[config.mk]
export PLATFORM = sky130hd
export DESIGN_NAME = lsu_dmem_ctrl
export DESIGN_NICKNAME = d
export VERILOG_FILES = /design/src/rtl/lsu_dmem_ctrl.sv
export SDC_FILE = /design/constraint.sdc
export NUM_CORES = 1
export LEC_CHECK = 0
export ABC_CLOCK_PERIOD_IN_PS = 3000
export CAP_MARGIN = 20
export CORE_MARGIN = 2
export CORE_UTILIZATION = 48
export DETAILED_ROUTE_END_ITERATION = 10
export PLACE_DENSITY = 0.87
export SETUP_SLACK_MARGIN = 0.05
export SYNTH_ARGS = -nofsm -noshare
export SYNTH_HDL_FRONTEND = slang
export SYNTH_SLANG_ARGS = --single-unit
[constraint.sdc]
create_clock -name clk_i -period 3 [get_ports clk_i]
set_input_delay 0.3 -clock clk_i [delete_from_list [all_inputs] [get_ports clk_i]]
set_output_delay 0.3 -clock clk_i [all_outputs]
set_load 0.1 [all_outputs]
[src/rtl/lsu_dmem_ctrl.sv]
// Load/store unit for word-organised DMEM: sub-word RMW stores, sign/zero-extended loads.
// Optional LSU_MISALIGN_SPLIT_EN splits word-crossing accesses over two DMEM cycles.
module lsu_dmem_ctrl #(
  parameter int unsigned ADDR_W = 10,
  parameter int unsigned DATA_W = 32
) (
  input  logic              clk_i,
  input  logic              rst_ni,
  input  logic              req_valid_i,
  output logic              req_ready_o,
  input  logic              req_we_i,
  input  logic [31:0]       req_addr_i,
  input  logic [1:0]        req_size_i,
  input  logic              req_unsigned_i,
  input  logic [DATA_W-1:0] req_wdata_i,
  output logic              rsp_valid_o,
  output logic [DATA_W-1:0] rsp_rdata_o,
  output logic              rsp_err_o,
  output logic [ADDR_W-1:0] dmem_addr_o,
  output logic [DATA_W-1:0] dmem_st_data_o,
  output logic              dmem_st_en_o,
  input  logic [DATA_W-1:0] dmem_ld_data_i
);

`ifdef LSU_MISALIGN_SPLIT_EN
  typedef enum logic [1:0] {IDLE, ACC0, ACC1, RESP} state_e;
`else
  typedef enum logic [1:0] {IDLE, ACC0, RESP} state_e;
`endif

  state_e            state_q, state_d;
  logic [ADDR_W+1:0] addr_q, addr_d;
  logic [1:0]        size_q, size_d;
  logic              we_q, we_d, uns_q, uns_d, err_q, err_d, st_en_q, st_en_d;
  logic [31:0]       wdata_q, wdata_d, rdata_q, rdata_d;
  logic [1:0]        k;
  logic [3:0]        lane_base, lane_lo;
  logic [31:0]       mask_lo, wsh_lo, merged_lo;
  logic [31:0]       lo_src, ld_sh, ld_ext;
  logic [23:0]       hi_src;
  logic [55:0]       ld_pair;
  logic              cross_in, err_in;
`ifdef LSU_MISALIGN_SPLIT_EN
  logic              cross_q, cross_d;
  logic [31:0]       buf0_q, buf0_d;
  logic [3:0]        lane_hi;
  logic [31:0]       mask_hi, wsh_hi, merged_hi;
`endif

  assign k = addr_q[1:0];

  // Byte-lane masks over {word1, word0}; the upper word only exists for split accesses.
  always_comb begin
    case (size_q)
      2'b00:   lane_base = 4'b0001;
      2'b01:   lane_base = 4'b0011;
      default: lane_base = 4'b1111;
    endcase
    lane_lo = lane_base << k;
    wsh_lo  = wdata_q << {k, 3'b000};
    mask_lo = '0;
    for (int unsigned i = 0; i < 4; i++) mask_lo[8*i +: 8] = {8{lane_lo[i]}};
    merged_lo = (dmem_ld_data_i & ~mask_lo) | (wsh_lo & mask_lo);
`ifdef LSU_MISALIGN_SPLIT_EN
    lane_hi = lane_base >> (3'd4 - {1'b0, k});
    wsh_hi  = wdata_q >> (6'd32 - {1'b0, k, 3'b000});
    mask_hi = '0;
    for (int unsigned i = 0; i < 4; i++) mask_hi[8*i +: 8] = {8{lane_hi[i]}};
    merged_hi = (dmem_ld_data_i & ~mask_hi) | (wsh_hi & mask_hi);
`endif
  end

  always_comb begin
    lo_src = dmem_ld_data_i;
    hi_src = '0;
`ifdef LSU_MISALIGN_SPLIT_EN
    if (state_q == ACC1) begin
      lo_src = buf0_q;
      hi_src = dmem_ld_data_i[23:0];
    end
`endif
    ld_pair = {hi_src, lo_src};
    ld_sh   = ld_pair[{k, 3'b000} +: 32];
    case (size_q)
      2'b00:   ld_ext = uns_q ? {24'b0, ld_sh[7:0]}  : {{24{ld_sh[7]}}, ld_sh[7:0]};
      2'b01:   ld_ext = uns_q ? {16'b0, ld_sh[15:0]} : {{16{ld_sh[15]}}, ld_sh[15:0]};
      default: ld_ext = ld_sh;
    endcase
  end

  assign cross_in = ((req_size_i == 2'b01) && (req_addr_i[1:0] == 2'b11)) ||
                    ((req_size_i == 2'b10) && (req_addr_i[1:0] != 2'b00));

  always_comb begin
    err_in = (req_size_i == 2'b11) || (|req_addr_i[31:ADDR_W+2]);
`ifndef LSU_MISALIGN_SPLIT_EN
    err_in = err_in || cross_in;
`endif
  end

  always_comb begin
    state_d        = state_q;
    addr_d         = addr_q;
    size_d         = size_q;
    we_d           = we_q;
    uns_d          = uns_q;
    wdata_d        = wdata_q;
    rdata_d        = rdata_q;
    err_d          = err_q;
    st_en_d        = 1'b0;
`ifdef LSU_MISALIGN_SPLIT_EN
    cross_d        = cross_q;
    buf0_d         = buf0_q;
`endif
    req_ready_o    = 1'b0;
    rsp_valid_o    = 1'b0;
    dmem_addr_o    = '0;
    dmem_st_data_o = '0;
    case (state_q)
      IDLE: begin
        req_ready_o = 1'b1;
        if (req_valid_i) begin
          addr_d  = req_addr_i[ADDR_W+1:0];
          size_d  = req_size_i;
          we_d    = req_we_i;
          uns_d   = req_unsigned_i;
          wdata_d = req_wdata_i;
          rdata_d = '0;
          err_d   = err_in;
`ifdef LSU_MISALIGN_SPLIT_EN
          cross_d = cross_in;
`endif
          if (err_in) begin
            state_d = RESP;
          end else begin
            state_d = ACC0;
            // Write enable is registered so DMEM's clock gate never sees req_* glitches.
            st_en_d = req_we_i;
          end
        end
      end
      ACC0: begin
        dmem_addr_o    = addr_q[ADDR_W+1:2];
        dmem_st_data_o = we_q ? merged_lo : '0;
`ifdef LSU_MISALIGN_SPLIT_EN
        if (cross_q) begin
          state_d = ACC1;
          st_en_d = we_q;
          buf0_d  = dmem_ld_data_i;
        end else begin
          state_d = RESP;
          rdata_d = we_q ? '0 : ld_ext;
        end
`else
        state_d = RESP;
        rdata_d = we_q ? '0 : ld_ext;
`endif
      end
`ifdef LSU_MISALIGN_SPLIT_EN
      ACC1: begin
        dmem_addr_o    = addr_q[ADDR_W+1:2] + 1'b1;
        dmem_st_data_o = we_q ? merged_hi : '0;
        state_d        = RESP;
        rdata_d        = we_q ? '0 : ld_ext;
      end
`endif
      RESP: begin
        rsp_valid_o = 1'b1;
        state_d     = IDLE;
      end
      default: state_d = IDLE;
    endcase
  end

  always_ff @(posedge clk_i or negedge rst_ni) begin
    if (!rst_ni) begin
      state_q <= IDLE;
      addr_q  <= '0;
      size_q  <= '0;
      we_q    <= 1'b0;
      uns_q   <= 1'b0;
      wdata_q <= '0;
      rdata_q <= '0;
      err_q   <= 1'b0;
      st_en_q <= 1'b0;
`ifdef LSU_MISALIGN_SPLIT_EN
      cross_q <= 1'b0;
      buf0_q  <= '0;
`endif
    end else begin
      state_q <= state_d;
      addr_q  <= addr_d;
      size_q  <= size_d;
      we_q    <= we_d;
      uns_q   <= uns_d;
      wdata_q <= wdata_d;
      rdata_q <= rdata_d;
      err_q   <= err_d;
      st_en_q <= st_en_d;
`ifdef LSU_MISALIGN_SPLIT_EN
      cross_q <= cross_d;
      buf0_q  <= buf0_d;
`endif
    end
  end

  assign dmem_st_en_o = st_en_q;
  assign rsp_rdata_o  = rdata_q;
  assign rsp_err_o    = err_q;

endmodule

After elaboration in Yosys (flattened, before gate mapping):

Index checks and enable logic that the tools add are counted.

* bits in registers: 84
* input bits: 103
* output and inout port bits: 78

* shift-type cells: 3
* reductions and logical operators: 12
* multiplexer cells: 18
* eq/ne operators: 8
* bitwise logic cells: 4

Operators by type and width (count)
* $mux W32: 6
* $pmux W32 S2: 2
* $and A32 B32 Y32: 2
* $shiftx A56 B6 Y32: 1
* $not A32 Y32: 1
* $or A32 B32 Y32: 1
* $shl A32 B5 Y32: 1
* $reduce_or A20 Y1: 1
* $mux W10: 1
* $eq A2 B2 Y1 const B: 4
* $pmux W4 S2: 1
* $eq A2 B1 Y1 const B: 3
* $mux W1: 5
* $logic_not A2 Y1: 2
* $mux W2: 2
* $pmux W2 S2: 1
* $reduce_and A2 Y1: 2
* $reduce_bool A2 Y1: 2
* $shl A4 B2 Y4: 1
* $logic_or A1 B1 Y1: 3
* $logic_and A1 B1 Y1: 2
* $ne A2 B2 Y1 const B: 1

Longest topological paths before layout:

Gate-level depths: netlist of the first run.

* depth in word-level cells: 8
* gate-level depth with buffers: 7
* gate-level depth less buffers: 4

Least setup slack after synthesis of the first run:

No wires, ideal clock.

* path type: reg-to-output
* start: reg addr_q[0]
* end: out dmem_st_data_o[16]
* setup slack: -3131 ps
* arrival: 5831 ps
* stages on the path, launching flop included: 7
* cell sequence: dfrtp_1 buf_6 buf_2 a21oi_1 o21ai_1 nor2_1 a2111oi_0

* longest elaborated chain between the ends: 6
* elaborated cells between the ends (all ways): 8
* classes of those cells: shift (2); mux (2); bitwise (4)

RTL lines
* start, declared: line 32 `logic [ADDR_W+1:0] addr_q, addr_d;`
* start signal, assigned: line 192 `addr_q <= addr_d;`
* parallel branches: the longest is 3 deep, another holds $shl A32 B5 Y32
* $or A32 B32 Y32 *: line 63 `merged_lo = (dmem_ld_data_i & ~mask_lo) | (wsh_lo & mask_lo);`
* $mux W32 *: line 144 `dmem_st_data_o = we_q ? merged_lo : '0;`
* $mux W32 *: line 119 `case (state_q)`
* end, declared: line 20 `output logic [DATA_W-1:0] dmem_st_data_o,`

Mark *: on every way between the ends.

Final worst setup path of the first run:

Same ends and word-level chain as after synthesis.

==> impl_metrics.toml, run 1 <==
[routing]
ant_nets = 0
via_per_inst = 5.73
firstDrtPassIters = 5
routed_wl_um = 15100
drc = 0
drt-initial-drc-count = 260
vias = 4224
detail_route.wl_per_cell_um = 20.5

[final_layout]
fillers = 586
regArea_sq_mm = 0.00210
synthToLayoutAreaGrowth_pct = 55.3
nets = 706
stdcell_area_sq_mm = 0.00725
multi_input_area_sq_mm = 0.00257
drive_gt1_frac = 0.306
insertedDiodeCount = 0

[sta]
slew_headroom = 0.287
finalCritPeriodShare = 0.888
clock.fmax_mhz = 375
drv_slew = 0
finalSetupViolations = 0
fin_skew_ps = 13.9
hold_viol_final = 0
fin_crit_ps = 2660
rsz0062_at_grt = "false"
worst_pin_slew_ps = 1070

[global_routing]
grt_pass1_vias = 4277
antenna_found_initial = 0
grt_max_degree = 85
grt_first_pass_wirelength_um = 23200
grt_overflow = 0
grtUsageTotal = 0.291

[yosys]
yosys_most_used_dff = "dfrtp_1"
synth_most_common_cell = "dfrtp_1"
synth_warnings = 0
synth.avg_cell_area_sq_um = 10.8
synth_area_leaders = "dfrtp_1 (45%), mux2_2 (14%), mux2i_1 (12%), a221o_1 (3.4%), o21ai_0 (3.4%)"
synth_top_family_by_area = "multiplexers"
synth-seq-cells = 84
synth_nets = 534
synth_compound_area_frac = 0.138
yosysTopAreaCellShare = 0.451
ys_seq_area_frac = 0.451
synth-edff-count = 0
muxShareOfSynthArea = 0.269
synthArstFlopShare = 1.00
synthDistinctLibCells = 31
synthAdderAreaFrac = 0
syn_area_sq_mm = 0.00466
synthTopCellsByCount = "dfrtp_1 (84), mux2i_1 (58), mux2_2 (56)"
synth-xor-area-share = 0
synth-simple-area-share = 0.109
synth.largest_area_cell = "dfrtp_1"
syn_inst = 431

[clocking]
cts_root_buf = "clkbuf_8"
post_cts_buffers = 0
ctsLongestPathBuffers = 2
insertion_delay_ps = 350
cts_buffers = 9
cts_tree = "built"
path_clk_slew_ps = 90
clock_sinks = 84
cts_max_level = 3

[worst_hold_path]
holdCritPathClass = "in -> async"

[floorplan]
fp.dieH_um = 103
dieArea_sq_mm = 0.0105
coreArea_sq_mm = 0.00933
fp-row-count = 35
die_x_um = 103
ios = 181
initial_core_util = 0.500

[pwr]
power_density_mw_per_mm2 = 442
power_uw = 3210
vdd_drop_max_mv = 0.298
p_leak_uw = 0.00314

[placed_design]
hpwl_um = 11500
gp_congestion = 0.925
place_area_sq_mm = 0.00695
io_buffers = 180

[worst_setup_path]
cp.arrival_ps = 2360
endpoint_kind = "output pin"
crit_path_start_kind = "flip-flop"
required_ps = 2700
crit_type = "reg -> out"
crit_path_max_fanout = 19
regToRegSetupSlack_ps = 670

[run]
drv_cap = 0

[outcome]
status = "finished, final reports clean"
==> area by class of cell <==
cell class	count	share of cell area
tap	129	0.0223
sequential	84	0.290
clock inverter	5	0.0149
clock buffer	11	0.0209
multi-input combinational	313	0.355
timing repair buffer	195	0.297
==> layout by cell type, fill, tap and decap left out, drive strengths merged, types with 16 or more instances in the layout <==
cell type / instances
nor2: 38
mux2i: 58
mux2: 56
clkdlybuf4s50: 101
dfrtp: 84
nand2: 25
a21oi: 19
o21ai: 33
a221o: 16
buf: 93
==> cells by family (layout without fill, tap and decap cells) <==
family | count (synthesis) | count (layout)
DFF | 84 | 84
muxes | 116 | 116
buffers and inverters | 34 | 211
AOI/OAI and AO/OA | 95 | 95
and+or+nand+nor | 102 | 102
==> what timing repair did <==
action | 4_1_cts | 5_1_grt
hold buffers | 0 | 1
hold endpoints to repair | 0 | 33
gates resized for setup | 0 | 1
endpoints found under the setup margin | 0 | 7
==> registers in the layout, summed over array words and instances, names as in the netlist <==
register,count
rsp_rdata_o,32
wdata_q,32
addr_q,12
size_q,2
state_q,2
dmem_st_en_o,1
rsp_err_o,1
uns_q,1
we_q,1
==> final timing paths <==
path                                start            endpoint  cells past startpoint
min in group clk_i         rsp_rdata_o[8]      rsp_rdata_o[8]                      2
min                                rst_ni          addr_q[10]                      2
max                             addr_q[0]  dmem_st_data_o[16]                      5
max in group asynchronous          rst_ni          wdata_q[8]                      3
min reg2reg                rsp_rdata_o[8]      rsp_rdata_o[8]                      2
max reg2reg                    state_q[0]     rsp_rdata_o[17]                      5
==> where the power goes <==
part	internal, uW	total (uW)	switching (uW)	leakage (uW)
Sequential	1230	1340	112	0.00106
Combinational	423	852	429	0.00195
Clock	602	1010	410	0.000130
==> critical path, stage by stage (launching register included) <==
cell	delay, ps
dfrtp_2	640
a21oi_1	170
o21ai_2	380
nor2_1	110
a2111oi_2	470
buf_12	240
==> per-layer routing <==
layer	wire length, um	track usage
met5	0	0
met2	7610	0.485
met3	885	0.0407
met4	361	0.0964
met1	6250	0.393
==> stage by stage <==
step / hold slack, ps / instances / util / setup slack, ps / setup TNS (ps)
after floorplan: 4.41 / 431 / - / -714 / -4670
after global placement: 467 / 719 / 0.745 / 594 / 0
after detailed placement: 476 / 719 / 0.745 / 500 / 0
after CTS: 158 / 735 / 0.772 / 151 / 0
after global routing: 478 / 737 / 0.777 / 144 / 0
final: 437 / 737 / 0.777 / 335 / 0
(Power assumes the default switching activity.)
==> inputs of run 2 (changes only) <==
--- a/config.mk
+++ b/config.mk
@@ -12,6 +12,7 @@
 export DETAILED_ROUTE_END_ITERATION = 10
 export PLACE_DENSITY = 0.87
 export SETUP_SLACK_MARGIN = 0.05
+export SLEW_MARGIN = 5
 export SYNTH_ARGS = -nofsm -noshare
 export SYNTH_HDL_FRONTEND = slang
 export SYNTH_SLANG_ARGS = --single-unit
==> results of run 2 <==
The final DEF is identical to that of run 1; final timing and power are the same.
